## config.mk

```make
export PLATFORM = sky130hd
export DESIGN_NAME = jt51_sh_slot_flat
export DESIGN_NICKNAME = d
export VERILOG_FILES = /design/src/rtl/jt51_sh_pkg.sv /design/src/rtl/jt51_sh_slot_if.sv /design/src/rtl/jt51_sh_slotcnt.sv /design/src/rtl/jt51_sh_slot.sv /design/src/flat_wrapper.sv
export SDC_FILE = /design/constraint.sdc
export NUM_CORES = 1
export LEC_CHECK = 0
export CAP_MARGIN = 20
export CORE_ASPECT_RATIO = 0.8
export CORE_UTILIZATION = 30
export DETAILED_ROUTE_END_ITERATION = 7
export GPL_TIMING_DRIVEN = 0
export MAX_ROUTING_LAYER = met4
export PLACE_DENSITY_LB_ADDON = 0.08
export SETUP_SLACK_MARGIN = 0.5
export SYNTH_ARGS = -nofsm -noshare
export SYNTH_HDL_FRONTEND = slang
export SYNTH_SLANG_ARGS = --single-unit
```

## constraint.sdc

```tcl
create_clock -name clk -period 3.4 [get_ports clk]
set_input_delay 0.85 -clock clk [delete_from_list [all_inputs] [get_ports clk]]
set_output_delay 0.85 -clock clk [all_outputs]
set_load 0.02 [all_outputs]
```

## src/rtl/jt51_sh_pkg.sv

```systemverilog
// Shared definitions for the slot-aware shift register: sweep FSM encoding
// and the slot-index width rule.
package jt51_sh_pkg;

   typedef enum logic {
      IDLE  = 1'b0,
      SWEEP = 1'b1
   } sweep_st_t;

   // Slot index width; a two-slot ring still needs one bit.
   function automatic int slotw(input int n);
      return (n > 2) ? $clog2(n) : 1;
   endfunction

endpackage

```

## src/rtl/jt51_sh_slot_if.sv

```systemverilog
// Control/data bundle of one slot shift register: stage-0 inputs, overwrite
// request, clear request and the slot/tap/drop observation outputs.
interface jt51_sh_slot_if #(
   parameter int width  = 5,
   parameter int stages = 32
);
   localparam int SLOTW = jt51_sh_pkg::slotw(stages);

   logic             cen;
   logic [width-1:0] din;
   logic             hold;
   logic             wr_en;
   logic [SLOTW-1:0] wr_slot;
   logic [width-1:0] wr_data;
   logic             clr;
   logic [width-1:0] drop;
   logic [width-1:0] tap_out;
   logic [SLOTW-1:0] slot;
   logic             zero;
   logic             busy;

   modport master (
      output cen, din, hold, wr_en, wr_slot, wr_data, clr,
      input  drop, tap_out, slot, zero, busy
   );

   modport slave (
      input  cen, din, hold, wr_en, wr_slot, wr_data, clr,
      output drop, tap_out, slot, zero, busy
   );
endinterface

```

## src/rtl/jt51_sh_slotcnt.sv

```systemverilog
// Slot counter and clear-sweep sequencer for the slot shift register.
//   state | meaning
//   IDLE  | normal shifting, stage 0 fed from din / wr_data / drop
//   SWEEP | clear rotation in progress, stage 0 fed with init
module jt51_sh_slotcnt
   import jt51_sh_pkg::*;
#(
   parameter  int stages = 32,
   localparam int SLOTW  = slotw(stages)
) (
   input  logic             clk,
   input  logic             rst,
   input  logic             cen,
   input  logic             clr,
   input  logic [SLOTW-1:0] wr_slot,
   output logic [SLOTW-1:0] slot,
   output logic             zero,
   output logic             busy,
   output logic             match,
   output logic             sweep
);
   localparam logic [SLOTW-1:0] SLOT_LAST = SLOTW'(stages - 1);
   localparam logic [SLOTW-1:0] SLOT_ONE  = SLOTW'(1);
   localparam logic [SLOTW:0]   CNT_START = (SLOTW+1)'(stages - 1);
   localparam logic [SLOTW:0]   CNT_ONE   = (SLOTW+1)'(1);
   localparam logic [SLOTW:0]   SLOT_SPAN = (SLOTW+1)'(stages);

   sweep_st_t        st_q, st_d;
   logic [SLOTW:0]   cnt_q, cnt_d;

   always_ff @(posedge clk) begin
      if (rst) begin
         slot <= '0;
      end else if (cen) begin
         slot <= (slot == SLOT_LAST) ? '0 : slot + SLOT_ONE;
      end
   end

   always_ff @(posedge clk) begin
      if (rst) begin
         st_q  <= IDLE;
         cnt_q <= '0;
      end else if (cen) begin
         st_q  <= st_d;
         cnt_q <= cnt_d;
      end
   end

   // The starting pulse already clears one slot, so the down-counter holds
   // the remaining stages-1 pulses.
   always_comb begin
      st_d  = st_q;
      cnt_d = cnt_q;
      case (st_q)
         IDLE: begin
            if (clr) begin
               st_d  = SWEEP;
               cnt_d = CNT_START;
            end
         end
         SWEEP: begin
            if (cnt_q == CNT_ONE) begin
               st_d  = IDLE;
               cnt_d = '0;
            end else begin
               cnt_d = cnt_q - CNT_ONE;
            end
         end
         default: begin
            st_d  = IDLE;
            cnt_d = '0;
         end
      endcase
   end

   assign busy  = (st_q == SWEEP);
   assign sweep = busy | clr;
   assign zero  = (slot == '0);
   assign match = (wr_slot == slot) && ({1'b0, wr_slot} < SLOT_SPAN);

endmodule

```

## src/rtl/jt51_sh_slot.sv

```systemverilog
// Slot-aware delay line: width x stages shift array with addressed overwrite,
// recirculation, one-rotation clear and an intermediate tap.
module jt51_sh_slot
   import jt51_sh_pkg::*;
#(
   parameter int               width  = 5,
   parameter int               stages = 32,
   parameter int               tap    = 16,
   parameter logic [width-1:0] init   = '0
) (
   input logic           clk,
   input logic           rst,
   jt51_sh_slot_if.slave sh
);
   logic [width-1:0] sr [stages];
   logic [width-1:0] s0;
   logic             match;
   logic             sweep;

   jt51_sh_slotcnt #(
      .stages (stages)
   ) u_cnt (
      .clk     (clk),
      .rst     (rst),
      .cen     (sh.cen),
      .clr     (sh.clr),
      .wr_slot (sh.wr_slot),
      .slot    (sh.slot),
      .zero    (sh.zero),
      .busy    (sh.busy),
      .match   (match),
      .sweep   (sweep)
   );

   always_comb begin
      s0 = sh.din;
      if (sweep) begin
         s0 = init;
      end else if (sh.wr_en && match) begin
         s0 = sh.wr_data;
      end else if (sh.hold) begin
         s0 = sr[stages-1];
      end
   end

   always_ff @(posedge clk) begin
      if (rst) begin
         for (int i = 0; i < stages; i++) sr[i] <= init;
      end else if (sh.cen) begin
         sr[0] <= s0;
         for (int i = 1; i < stages; i++) sr[i] <= sr[i-1];
      end
   end

   assign sh.drop    = sr[stages-1];
   assign sh.tap_out = sr[tap-1];

endmodule
```

## src/flat_wrapper.sv

```systemverilog
// flat-port wrapper written by rule: the top's interface ports become plain ports
module jt51_sh_slot_flat import jt51_sh_pkg::*;
#(
   parameter int               width  = 5,
   parameter int               stages = 32,
   parameter int               tap    = 16,
   parameter logic [width-1:0] init   = '0
)
  (clk, rst, sh_cen, sh_din, sh_hold, sh_wr_en, sh_wr_slot, sh_wr_data, sh_clr, sh_drop, sh_tap_out, sh_slot, sh_zero, sh_busy);
  jt51_sh_slot_if #(.width(width), .stages(stages)) sh_i ();
  input logic clk;
  input logic rst;
  input wire logic [$bits(sh_i.cen)-1:0] sh_cen;
  input wire logic [$bits(sh_i.din)-1:0] sh_din;
  input wire logic [$bits(sh_i.hold)-1:0] sh_hold;
  input wire logic [$bits(sh_i.wr_en)-1:0] sh_wr_en;
  input wire logic [$bits(sh_i.wr_slot)-1:0] sh_wr_slot;
  input wire logic [$bits(sh_i.wr_data)-1:0] sh_wr_data;
  input wire logic [$bits(sh_i.clr)-1:0] sh_clr;
  output wire logic [$bits(sh_i.drop)-1:0] sh_drop;
  output wire logic [$bits(sh_i.tap_out)-1:0] sh_tap_out;
  output wire logic [$bits(sh_i.slot)-1:0] sh_slot;
  output wire logic [$bits(sh_i.zero)-1:0] sh_zero;
  output wire logic [$bits(sh_i.busy)-1:0] sh_busy;
  assign sh_i.cen = sh_cen;
  assign sh_i.din = sh_din;
  assign sh_i.hold = sh_hold;
  assign sh_i.wr_en = sh_wr_en;
  assign sh_i.wr_slot = sh_wr_slot;
  assign sh_i.wr_data = sh_wr_data;
  assign sh_i.clr = sh_clr;
  assign sh_drop = sh_i.drop;
  assign sh_tap_out = sh_i.tap_out;
  assign sh_slot = sh_i.slot;
  assign sh_zero = sh_i.zero;
  assign sh_busy = sh_i.busy;
  jt51_sh_slot #(.width(width), .stages(stages), .tap(tap), .init(init)) u_core (.clk(clk), .rst(rst), .sh(sh_i));
endmodule
```

==> impl_metrics.py <==
metrics = {
    "clock_network": {
        "cts_tree": "done",
        "cts.sink_count": 172,
        "cts_buffer_depth": 2,
        "postCtsHoldBufs": 0,
        "path_clk_slew_ns": 0.06,
        "clock-root-buffer": "clkbuf_16",
        "htreeDepth": 4,
        "numCtsBuffers": 17,
        "clock_latency_ns": 0.43,
    },
    "power": {
        "p_leak_nw": 3.065,
        "power.density_nw_per_um2": 578.9,
        "power.total_mw": 4.756,
        "peakVddDrop_mv": 0.2974,
    },
    "timing": {
        "min_period_over_period": 0.8095,
        "hold_viol_final": 0,
        "fin_crit_ns": 2.752,
        "worst_slew_pin_slew_ns": 0.6612,
        "slew_violations": 0,
        "setup_violations": 0,
        "grt_setup_unrepaired": "no",
        "setup_tns_ns": 0,
        "worst_clock_skew_ns": 0.01422,
        "fmax_mhz": 363.3,
        "worst_slack_ns": 0.6478,
        "relSlewSlack": 0.5592,
    },
    "setup_path": {
        "r2r_slack_ns": 1.75,
        "crit_type": "flop to output pin",
        "path_max_fanout": 7,
        "crit_path_start_kind": "flop",
        "arrival_ns": 1.90,
        "crit_required_ns": 2.55,
        "end_kind": "output pin",
    },
    "logic_synthesis": {
        "syn-instance-count": 453,
        "synth_warnings": 0,
        "synth_seq_area_share": 0.7405,
        "ys_ff_latch": 172,
        "async_flop_share": 0,
        "synth_edf_count": 160,
        "ys.flop_type": "edfxtp_1",
        "synth_nets": 479,
        "postSynthAreaPerCell_um2": 15.04,
        "synthDistinctLibCells": 38,
        "netlist_area_um2": 6813,
    },
    "placed_design": {
        "dp_slack_ns": -0.1905,
        "placed_area_um2": 7616,
        "gpl.final_weighted_congestion": 0.7153,
        "dp_hpwl_mm": 6.899,
        "io_buffer_count": 37,
    },
    "global_routing": {
        "first_global_vias": 3476,
        "grt_pass1_wl_mm": 19.46,
        "track_usage": 0.1171,
        "grt_max_degree": 69,
        "antenna_found_initial": 0,
        "overflow": 0,
    },
    "drt": {
        "wl_mm": 11.84,
        "vias_per_cell": 4.235,
        "drc_errors": 0,
        "drt-initial-drc-count": 152,
        "dr.pass1.iters": 4,
        "antenna_left": 0,
        "via_count": 3494,
        "wl_per_cell_um": 14.35,
    },
    "layout": {
        "final_nets": 540,
        "diodes": 0,
        "layout-drive-gt1-share": 0.1029,
        "areaGrowthSynthToFinish_pct": 20.61,
        "utilization": 0.3748,
        "fin_area_um2": 8217,
    },
    "floorplanning": {
        "start_util": 0.3108,
        "fp.dieH_um": 136.8,
        "die_w_um": 170.5,
        "die_area_um2": 23320,
        "io_pins": 38,
        "coreArea_um2": 21920,
        "row_count": 48,
    },
    "run_status": {
        "status": "completed",
    },
    "flow_run": {
        "max-cap-violations": 0,
    },
    "min_path": {
        "hold_class": "flop to flop",
    },
}
cell families after synthesis:
kind of cell	synth area share
AOI/OAI and AO/OA	0.02020
xor gates and xnor gates	0.006428
adders and majority gates	0.009183
buffers and inverters	0.02589
DFF	0.7405
muxes	0.02002
and+or+nand+nor	0.1778
flip-flops by register name, summed over array words and instances (netlist names):
signal,count
u_core.u_cnt.cnt_q,6
u_core.u_cnt.slot,5
u_core.u_cnt.busy,1
u_core.sr,160
power by group:
group | switching [mW] | internal, mW | total, mW | leakage [nW]
registers | 0.0488 | 2.46 | 2.51 | 1.87
logic | 0.154 | 0.135 | 0.289 | 0.922
clock network | 0.809 | 1.15 | 1.96 | 0.277
cells in the final DEF, fill, tap and decap left out, types with 8 or more instances in the layout:
cell type | synthesis | routed
nor2b_1 | 70 | 70
mux2i_1 | 8 | 8
nand2_1 | 13 | 13
edfxtp_1 | 160 | 160
clkbuf_1 | 17 | 18
clkdlybuf4s50_1 | 0 | 37
clkbuf_16 | 0 | 17
buf_4 | 11 | 13
nor2_1 | 12 | 12
and2_1 | 85 | 85
dfxtp_1 | 12 | 12
cell usage after synthesis, types with 3 or more instances:
cell type | count | share of area
dfxtp_1 | 12 | 0.035
nor2_1 | 12 | 0.0066
and3_1 | 3 | 0.0028
ha_1 | 5 | 0.0092
mux2i_1 | 8 | 0.012
nand2_1 | 13 | 0.0072
o21ai_0 | 7 | 0.0051
and2_1 | 85 | 0.078
nor2b_1 | 70 | 0.064
clkbuf_1 | 17 | 0.0094
mux2_2 | 5 | 0.0083
a21oi_1 | 7 | 0.0051
buf_4 | 11 | 0.012
xor2_1 | 4 | 0.0051
inv_1 | 4 | 0.0022
edfxtp_1 | 160 | 0.71
cell type report:
type	count	area [um^2]
Multi-Input combinational cell	247	1600
Sequential cell	172	5045
Fill cell	2074	13700
Buffer	31	162.7
Timing Repair Buffer	41	440.4
Inverter	4	15.01
Clock buffer	19	432.9
Clock inverter	11	145.1
Tap cell	300	375.4
through the flow:
| step | std cells | hold WS [ns] |
|---|---|---|
| 2_1_floorplan | 453 | 0.4705 |
| 3_3_place_gp | 790 | 0.4892 |
| 3_5_place_dp | 792 | 0.5026 |
| 4_1_cts | 823 | 0.5130 |
| 5_1_grt | 825 | 0.5264 |
| 6_report | 825 | 0.5026 |
repair_timing:
item / 4_1_cts / 5_1_grt
setup endpoints to repair: 68 / 68
gates cloned: 1 / 0
buffers inserted: 0 / 2
pin swaps: 1 / 0
gates resized for setup: 1 / 0
worst max-delay path, stage by stage (launching register included):
cell             delay [ns]
dfxtp_1                0.39
inv_1                  0.09
ha_1                   0.13
nor4b_1                0.21
clkdlybuf4s50_1        0.66
routing by layer:
metal,share of wire,global-route usage
met3,0.037,0.03528
met2,0.40,0.1480
met1,0.55,0.1700
met5,0,-
met4,0.013,0.04905
worst paths after layout:
kind	start	endpoint	cells after the start
min reg2reg	u_core.sr[4][4]	u_core.sr[4][9]	1
max	u_core.u_cnt.slot[0]	sh_zero	4
min	u_core.sr[4][4]	u_core.sr[4][9]	1
max reg2reg	u_core.u_cnt.slot[0]	u_core.u_cnt.slot[3]	6
No activity file was read; power rests on OpenSTA's default activity.
